<file path="config.mk">
export PLATFORM = sky130hd
export DESIGN_NAME = rgb_fade_sequencer
export DESIGN_NICKNAME = d
export VERILOG_FILES = /design/src/rtl/rgb_pkg.sv /design/src/rtl/fade_channel.sv /design/src/rtl/rgb_fade_sequencer.sv
export SDC_FILE = /design/constraint.sdc
export NUM_CORES = 1
export LEC_CHECK = 0
export ABC_AREA = 1
export CORE_AREA = 4 4 121 123
export CTS_BUF_LIST = sky130_fd_sc_hd__clkbuf_4
export CTS_CLUSTER_SIZE = 24
export DETAILED_ROUTE_END_ITERATION = 10
export DIE_AREA = 0 0 125 127
export DONT_BUFFER_PORTS = 1
export PLACE_DENSITY_LB_ADDON = 0.25
export SYNTH_ARGS = -nofsm -noshare
export SYNTH_HDL_FRONTEND = slang
export SYNTH_HIERARCHICAL = 1
export SYNTH_SLANG_ARGS = --single-unit
</file>
<file path="constraint.sdc">
create_clock -name GCLK -period 6.8 [get_ports GCLK]
set_clock_uncertainty 0.1 [all_clocks]
set_input_delay 1.36 -clock GCLK [delete_from_list [all_inputs] [get_ports GCLK]]
set_output_delay 1.36 -clock GCLK [all_outputs]
set_load 0.02 [all_outputs]
</file>
<file path="src/rtl/rgb_pkg.sv">
// Shared types and helpers for the RGB fade sequencer.
// Optional build macro: RGB_FADE_GAMMA_EN (squared-intensity output stage).
package rgb_pkg;

    localparam int unsigned CHAN_W = 8;

    typedef struct packed {
        logic [CHAN_W-1:0] r;
        logic [CHAN_W-1:0] g;
        logic [CHAN_W-1:0] b;
    } rgb_t;

    typedef enum logic [0:0] {
        IDLE = 1'b0,
        FADE = 1'b1
    } fade_state_e;

    // True when a and b differ by exactly one LSB, i.e. one step closes the gap.
    function automatic logic one_apart(input logic [CHAN_W-1:0] a, input logic [CHAN_W-1:0] b);
        logic [CHAN_W:0] a_ext;
        logic [CHAN_W:0] b_ext;
        a_ext = (CHAN_W+1)'(a);
        b_ext = (CHAN_W+1)'(b);
        return ((a_ext + (CHAN_W+1)'(1)) == b_ext) || ((b_ext + (CHAN_W+1)'(1)) == a_ext);
    endfunction

    // Perceptual curve: upper byte of the 16-bit square.
    function automatic logic [CHAN_W-1:0] gamma8(input logic [CHAN_W-1:0] v);
        logic [2*CHAN_W-1:0] prod;
        prod = (2*CHAN_W)'(v) * (2*CHAN_W)'(v);
        return prod[2*CHAN_W-1:CHAN_W];
    endfunction

endpackage

</file>
<file path="src/rtl/fade_channel.sv">
// One colour channel: direct load or a single saturating step toward target.
module fade_channel
    import rgb_pkg::*;
(
    input  logic              clk,
    input  logic              rst,
    input  logic              load,
    input  logic              step,
    input  logic [CHAN_W-1:0] target,
    output logic [CHAN_W-1:0] value,
    output logic              eq
);

    logic [CHAN_W-1:0] r_value;

    // Channel intensity: load wins over step; steps only move toward target so never wrap.
    always_ff @(posedge clk) begin
        if (rst) begin
            r_value <= '0;
        end else if (load) begin
            r_value <= target;
        end else if (step) begin
            if (r_value < target) begin
                r_value <= r_value + CHAN_W'(1);
            end else if (r_value > target) begin
                r_value <= r_value - CHAN_W'(1);
            end
        end
    end

    assign value = r_value;
    assign eq    = (r_value == target);

endmodule

</file>
<file path="src/rtl/rgb_fade_sequencer.sv">
// Linear RGB fade engine feeding the PWM stage.
// Optional build macro: RGB_FADE_GAMMA_EN adds a registered squared-output stage.
module rgb_fade_sequencer
    import rgb_pkg::*;
#(
    parameter int unsigned TICK_DIV = 100000,
    parameter int unsigned TICK_W   = 17
) (
    input  logic        GCLK,
    input  logic        RST,
    input  logic        CMD_VALID,
    output logic        CMD_READY,
    input  logic [23:0] CMD_RGB,
    input  logic [7:0]  CMD_RATE,
    output logic [7:0]  RED_O,
    output logic [7:0]  GREEN_O,
    output logic [7:0]  BLUE_O,
    output logic        BUSY_O,
    output logic        DONE_O
);

    fade_state_e       r_state;
    fade_state_e       w_state_nxt;
    logic [TICK_W-1:0] r_presc;
    logic              w_tick;
    rgb_t              r_target;
    logic [7:0]        r_rate;
    logic [7:0]        r_rate_cnt;
    logic [7:0]        w_rate_cnt_nxt;
    logic              r_busy;
    logic              r_done;
    logic              w_done_nxt;
    logic              w_xfer;
    logic              w_load;
    logic              w_step;
    logic              w_all_hit;
    rgb_t              w_cur;
    rgb_t              w_chan_tgt;
    logic [2:0]        w_eq;

    assign w_tick    = (r_presc == TICK_W'(TICK_DIV - 1));
    assign CMD_READY = (r_state == IDLE);
    assign w_xfer    = CMD_VALID && CMD_READY;

    // During a transfer the channels see the incoming colour so a jump can load it directly.
    assign w_chan_tgt = w_xfer ? rgb_t'(CMD_RGB) : r_target;

    // Every channel lands on target after this step (already equal or one LSB away).
    assign w_all_hit = (w_eq[2] || one_apart(w_cur.r, r_target.r))
                    && (w_eq[1] || one_apart(w_cur.g, r_target.g))
                    && (w_eq[0] || one_apart(w_cur.b, r_target.b));

    fade_channel u_chan_r (
        .clk(GCLK), .rst(RST), .load(w_load), .step(w_step),
        .target(w_chan_tgt.r), .value(w_cur.r), .eq(w_eq[2])
    );
    fade_channel u_chan_g (
        .clk(GCLK), .rst(RST), .load(w_load), .step(w_step),
        .target(w_chan_tgt.g), .value(w_cur.g), .eq(w_eq[1])
    );
    fade_channel u_chan_b (
        .clk(GCLK), .rst(RST), .load(w_load), .step(w_step),
        .target(w_chan_tgt.b), .value(w_cur.b), .eq(w_eq[0])
    );

    // Next-state, rate divider and step/load decisions.
    always_comb begin
        w_state_nxt    = r_state;
        w_rate_cnt_nxt = r_rate_cnt;
        w_load         = 1'b0;
        w_step         = 1'b0;
        w_done_nxt     = 1'b0;
        case (r_state)
            IDLE: begin
                if (w_xfer) begin
                    if ((CMD_RATE == 8'd0) || (CMD_RGB == w_cur)) begin
                        w_load     = 1'b1;
                        w_done_nxt = 1'b1;
                    end else begin
                        w_state_nxt    = FADE;
                        w_rate_cnt_nxt = 8'd0;
                    end
                end
            end
            FADE: begin
                if (w_tick) begin
                    if (r_rate_cnt == (r_rate - 8'd1)) begin
                        w_step         = 1'b1;
                        w_rate_cnt_nxt = 8'd0;
                        if (w_all_hit) begin
                            w_state_nxt = IDLE;
                            w_done_nxt  = 1'b1;
                        end
                    end else begin
                        w_rate_cnt_nxt = r_rate_cnt + 8'd1;
                    end
                end
            end
            default: w_state_nxt = IDLE;
        endcase
    end

    // State, prescaler, command latch and status flags.
    always_ff @(posedge GCLK) begin
        if (RST) begin
            r_state    <= IDLE;
            r_presc    <= '0;
            r_rate_cnt <= 8'd0;
            r_rate     <= 8'd0;
            r_target   <= '0;
            r_busy     <= 1'b0;
            r_done     <= 1'b0;
        end else begin
            r_state    <= w_state_nxt;
            r_presc    <= w_tick ? '0 : (r_presc + TICK_W'(1));
            r_rate_cnt <= w_rate_cnt_nxt;
            r_busy     <= (w_state_nxt == FADE);
            r_done     <= w_done_nxt;
            if (w_xfer) begin
                r_target <= rgb_t'(CMD_RGB);
                r_rate   <= CMD_RATE;
            end
        end
    end

    assign BUSY_O = r_busy;

`ifdef RGB_FADE_GAMMA_EN
    logic [7:0] r_red;
    logic [7:0] r_grn;
    logic [7:0] r_blu;
    logic       r_done_d;

    // Squared output stage; DONE is delayed to stay aligned with it.
    always_ff @(posedge GCLK) begin
        if (RST) begin
            r_red    <= 8'd0;
            r_grn    <= 8'd0;
            r_blu    <= 8'd0;
            r_done_d <= 1'b0;
        end else begin
            r_red    <= gamma8(w_cur.r);
            r_grn    <= gamma8(w_cur.g);
            r_blu    <= gamma8(w_cur.b);
            r_done_d <= r_done;
        end
    end

    assign RED_O   = r_red;
    assign GREEN_O = r_grn;
    assign BLUE_O  = r_blu;
    assign DONE_O  = r_done_d;
`else
    assign RED_O   = w_cur.r;
    assign GREEN_O = w_cur.g;
    assign BLUE_O  = w_cur.b;
    assign DONE_O  = r_done;
`endif

endmodule

</file>
* Word-level counts from Yosys, hierarchy flattened
Index checks and enable logic that the tools add are counted.
** Cells by class
- $add $sub $neg :: 15
- Equal/unequal tests :: 15
- Reductions and logical operators :: 20
- Bitwise gates (word level) :: 1
- Mux-type cells :: 34
- Order comparisons :: 6
** Operator list (count)
- $mux 8 :: 16
- $add 8x1->9 const B :: 6
- $eq 9x8->1 :: 6
- $add 8x1->8 const B :: 4
- $eq 8x8->1 :: 4
- $sub 8x1->8 const B :: 4
- $eq 24x24->1 :: 1
- $gt 8x8->1 :: 3
- $lt 8x8->1 :: 3
- $mux 24 :: 1
- $add 17x1->17 const B :: 1
- $eq 17x17->1 const B :: 1
- $pmux 8 s2 :: 1
- $mux 1 :: 14
- $reduce_bool 3->1 :: 3
- $logic_not 8->1 :: 1
- $logic_or 1x1->1 :: 7
- $reduce_and 2->1 :: 3
- $ne 2x2->1 const B :: 2
- $pmux 1 s2 :: 2
- $logic_and 1x1->1 :: 3
- $reduce_and 3->1 :: 1
- $ne 2x1->1 const B :: 1
- $reduce_bool 2->1 :: 1
- other kinds (2) :: 2
** Storage, ports and cells
- Word-level logic and storage cells :: 102
- Output and inout bits :: 27
- Bits of input ports :: 35
- Register bits :: 83

* Longest topological paths before layout
- Depth after elaboration :: 11
- Depth in mapped cells :: 24
- Depth with buffers taken out :: 24

* Hierarchy
Netlist, hierarchy kept.
** Modules (own cells, without submodules)
- rgb_fade_sequencer :: area an instance 4879.7 um^2, times used 1, cells an instance 827
- fade_channel :: area an instance 1057.3 um^2, times used 3, cells an instance 141

* Worst setup path after synthesis
No wires, ideal clock.
- Kind :: input port to flip-flop
- Start :: input CMD_VALID
- End :: register u_chan_g.r_value[3], in the netlist u_chan_g/value[3]
- Cell stages on the path :: 17
- Library setup time :: 67 ps
- Arrival :: 3845 ps
- Path buffers :: 1
- Path slack :: 2787 ps
- Cells stage by stage :: nand2_1 > clkbuf_1 > nand2_1 > o21ai_0 > inv_1 > inv_1 > ha_1 > a21o_1 > nor2_4 > nand2_4 > ha_1 > a21oi_1 > nand2_2 > xnor2_1 > o21ai_0 > nand2_2 > a21oi_2
** RTL lines
- from (decl) :: line rgb_fade_sequencer.sv:11 : input logic CMD_VALID,
- to (signal assigned) :: line fade_channel.sv:21 : r_value <= target;
- to (signal assigned) :: line fade_channel.sv:24 : r_value <= r_value + CHAN_W'(1);
- to (signal assigned) :: line fade_channel.sv:26 : r_value <= r_value - CHAN_W'(1);
- to (decl) :: line fade_channel.sv:14 : logic [CHAN_W-1:0] r_value;

==> flow_metrics.tcl <==
set metrics [dict create \
    setup_viol 0 \
    async_reset_ff_share_pct 0 \
    clk_transition_reported_paths_ns 0.14 \
    seqCellArea_mm2 0.00166 \
    ios 62 \
    insertion_delay_ns 0.49 \
    grt_pass1_vias 7071 \
    p_int_mw 0.662 \
    fin_crit_sh_pct 68.8 \
    syn_avg_cell_area_um2 6.44 \
    r2r_cells 23 \
    start_kind "register" \
    vias 7647 \
    drt_wl_total_um 19300 \
    layout_commonest_cell "nand2_1" \
    syn_to_final_growth_pct 2.42 \
    ys_ff_latch 83 \
    worst-path-buf-inv 4 \
    numCtsBuffers 9 \
    setup_tns_ns 0 \
    grt-ovfl-total 0 \
    clockRootBuffer "clkbuf_4" \
    met3_usage_pct 3.43 \
    hold_end "r_presc[0]" \
    track_usage_pct 24.4 \
    reg2reg_to "u_chan_g/value[5]" \
    path_cells "inv_2 -> nand2_2 -> inv_1 -> or2_2 -> o21ai_0 -> inv_1 -> inv_1 -> ha_1 -> nand2_1 -> nand2_1 -> nand2_1 -> nand2_1 -> nand2_2 -> nand2_4 -> ha_1 -> nand3_1 -> nand2_2 -> nand3_1 -> nand3b_1 -> nand3_1 -> nand2_1 -> nand2_2 -> a21oi_2" \
    viasPerCell 5.37 \
    critPathCaptureType "register" \
    status "finished clean" \
    grt_max_degree 66 \
    grt_busiest_layer "met2" \
    portBuffers 0 \
    max-slew-margin-rel_pct 29.6 \
    crit_fanout 62 \
    layout.nets 1330 \
    final_cell_area_mm2 0.00825 \
    ctsHoldBuffers 0 \
    drive_above_1_share_pct 13.9 \
    cts_resized 0 \
    fin_crit_ns 4.68 \
    rsz0062_at_grt "false" \
    switching_share_pct 35.3 \
    initial_core_util_pct 58.9 \
    total_power_mw 1.02 \
    cts_setup_buffers 0 \
    reg2reg_from "BUSY_O" \
    cp_top_family "simple AND/OR/NAND/NOR gates" \
    grt_pass1_wl_um 32800 \
    syn_nets 1342 \
    seq_power_share_pct 51.4 \
    fin_cells 1424 \
    ys_warn_count 6 \
    ff2ff_setup_slack_ns 2.12 \
    min_path_type "reg2reg" \
    power_density_mw_per_mm2 124 \
    arrival_ns 5.01 \
    max_stage_delay_ns 0.82 \
    first_iter_violations 434 \
    dieArea_mm2 0.0159 \
    hold_depth 1 \
    drv_cap 0 \
    place_congestion 0.866 \
    synth_cells 1250 \
    p_clk_share_pct 26.6 \
    ys_seq_area_share_pct 20.6 \
    p_leak_nw 3.82 \
    final_cell_mix "nand2_1, inv_1, nor2_1" \
    peakVddDrop_mv 0.0683 \
    synth.distinct_cells 48 \
    grt_antenna_before_repair 1 \
    firstDrtPassIters 5 \
    required_ns 7.13 \
    drv_slew 0 \
    cts-htree-levels 3 \
    ant_nets 0 \
    netlist_area_mm2 0.00805 \
    clock_path_buffers 2 \
    post-dp-hpwl_um 14600 \
    path_class "reg2reg" \
    comb_power_share_pct 22.0 \
    grtUsageMet2_pct 42.2 \
    worstMarginPinSlew_ns 1.05 \
    nFillCells 1375 \
    detail_route.wl_per_cell_um 13.5 \
    place_area_mm2 0.00813 \
    p_sw_mw 0.362 \
    cpMostUsedCell "nand2_1" \
    cts_sinks 83 \
    synth-main-ff-cell "dfxtp_1" \
    grtUsageMet1_pct 30.9 \
    multi_input_area_mm2 0.00551 \
    hold_viol_final 0 \
    post-place-cells 1407 \
    cts_tree "yes" \
    max_freq_ghz 0.214 \
    crit_slowest_cell "nand2_2" \
    dieWidth_um 125 \
    coreArea_mm2 0.0137 \
    drc 0 \
    rows 43 \
    hold_start "r_presc[0]" \
    die_y_um 127 \
    synth_edf_count 0 \
]
## how the worst max path moves through the flow
| stage | startpoint | endpoint | depth (start not counted) |
|---|---|---|---|
| 6_report | BUSY_O | u_chan_g/value[5] | 23 |
| 2_1_floorplan | CMD_VALID | u_chan_g/value[3] | 17 |
| 3_5_place_dp | CMD_VALID | u_chan_g/value[3] | 20 |
| 4_1_cts | BUSY_O | u_chan_g/value[5] | 23 |
| 5_1_grt | BUSY_O | u_chan_g/value[5] | 24 |
| 3_3_place_gp | CMD_VALID | u_chan_g/value[5] | 23 |
## Yosys cell counts, drive strengths merged (10+ instances only)
library cell	number	share of area, %
nand2	380	20
inv	184	8.8
nor2	130	7.1
nand3	113	7.9
dfxtp	83	21
a21oi	82	7.0
ha	54	8.4
o21ai	51	3.2
xnor2	37	4.1
nand4	21	1.6
xor2	19	2.1
buf	12	1.3
nor3	11	1.3
clkbuf	10	0.47
or2	10	0.78
## cell type report
class,instances,area share (%)
clock inverters,7,0.592
multi-input cells,955,66.8
diodes,1,0.0303
flip-flops and latches,83,20.1
repair buffers,2,0.182
clock buffers,9,0.819
inverters,187,8.69
well taps,180,2.73
## stage by stage
stage	hold WS, ns	utilization (%)	worst slack, ns
after floorplan	0.317	-	2.79
after global placement	0.329	59.5	1.82
after detailed placement	0.340	59.5	1.69
after CTS	0.360	60.3	2.14
after global routing	0.372	60.3	1.65
final	0.353	60.3	2.12
## power groups by stage
stage               clock, mW  sequential (mW)  combinational, mW
floorplan                   0            0.531              0.192
global placement            0            0.537              0.217
detailed placement          0            0.536              0.223
CTS                     0.281            0.526              0.224
global route            0.296            0.529              0.261
finish                  0.273            0.526              0.225
## cell families (layout without fill, tap and decap cells)
family / count (synthesis) / after routing / share of synthesized area (%)
and+or+nand+nor: 686 / 686 / 40.7
buffers and inverters: 212 / 205 / 11.0
AOI/OAI and AO/OA: 156 / 156 / 12.3
DFF: 83 / 83 / 20.6
adders and majority gates: 57 / 57 / 9.14
xor gates and xnor gates: 56 / 56 / 6.18
other: 0 / 1 / 0
## routing by layer
metal / vias up / wire length [um]
li1: 3970 / -
met1: 3478 / 8780
met2: 166 / 9190
met3: 33 / 776
met4: 0 / 505
met5: - / 0
## registers in the layout, summed over array words and instances (netlist names)
signal / flops
r_rate: 8
r_target: 24
BUSY_O: 1
DONE_O: 1
u_chan_r/value: 8
u_chan_b/value: 8
u_chan_g/value: 8
r_rate_cnt: 8
r_presc: 17
Note: power is estimated with default switching activity, not from simulation.
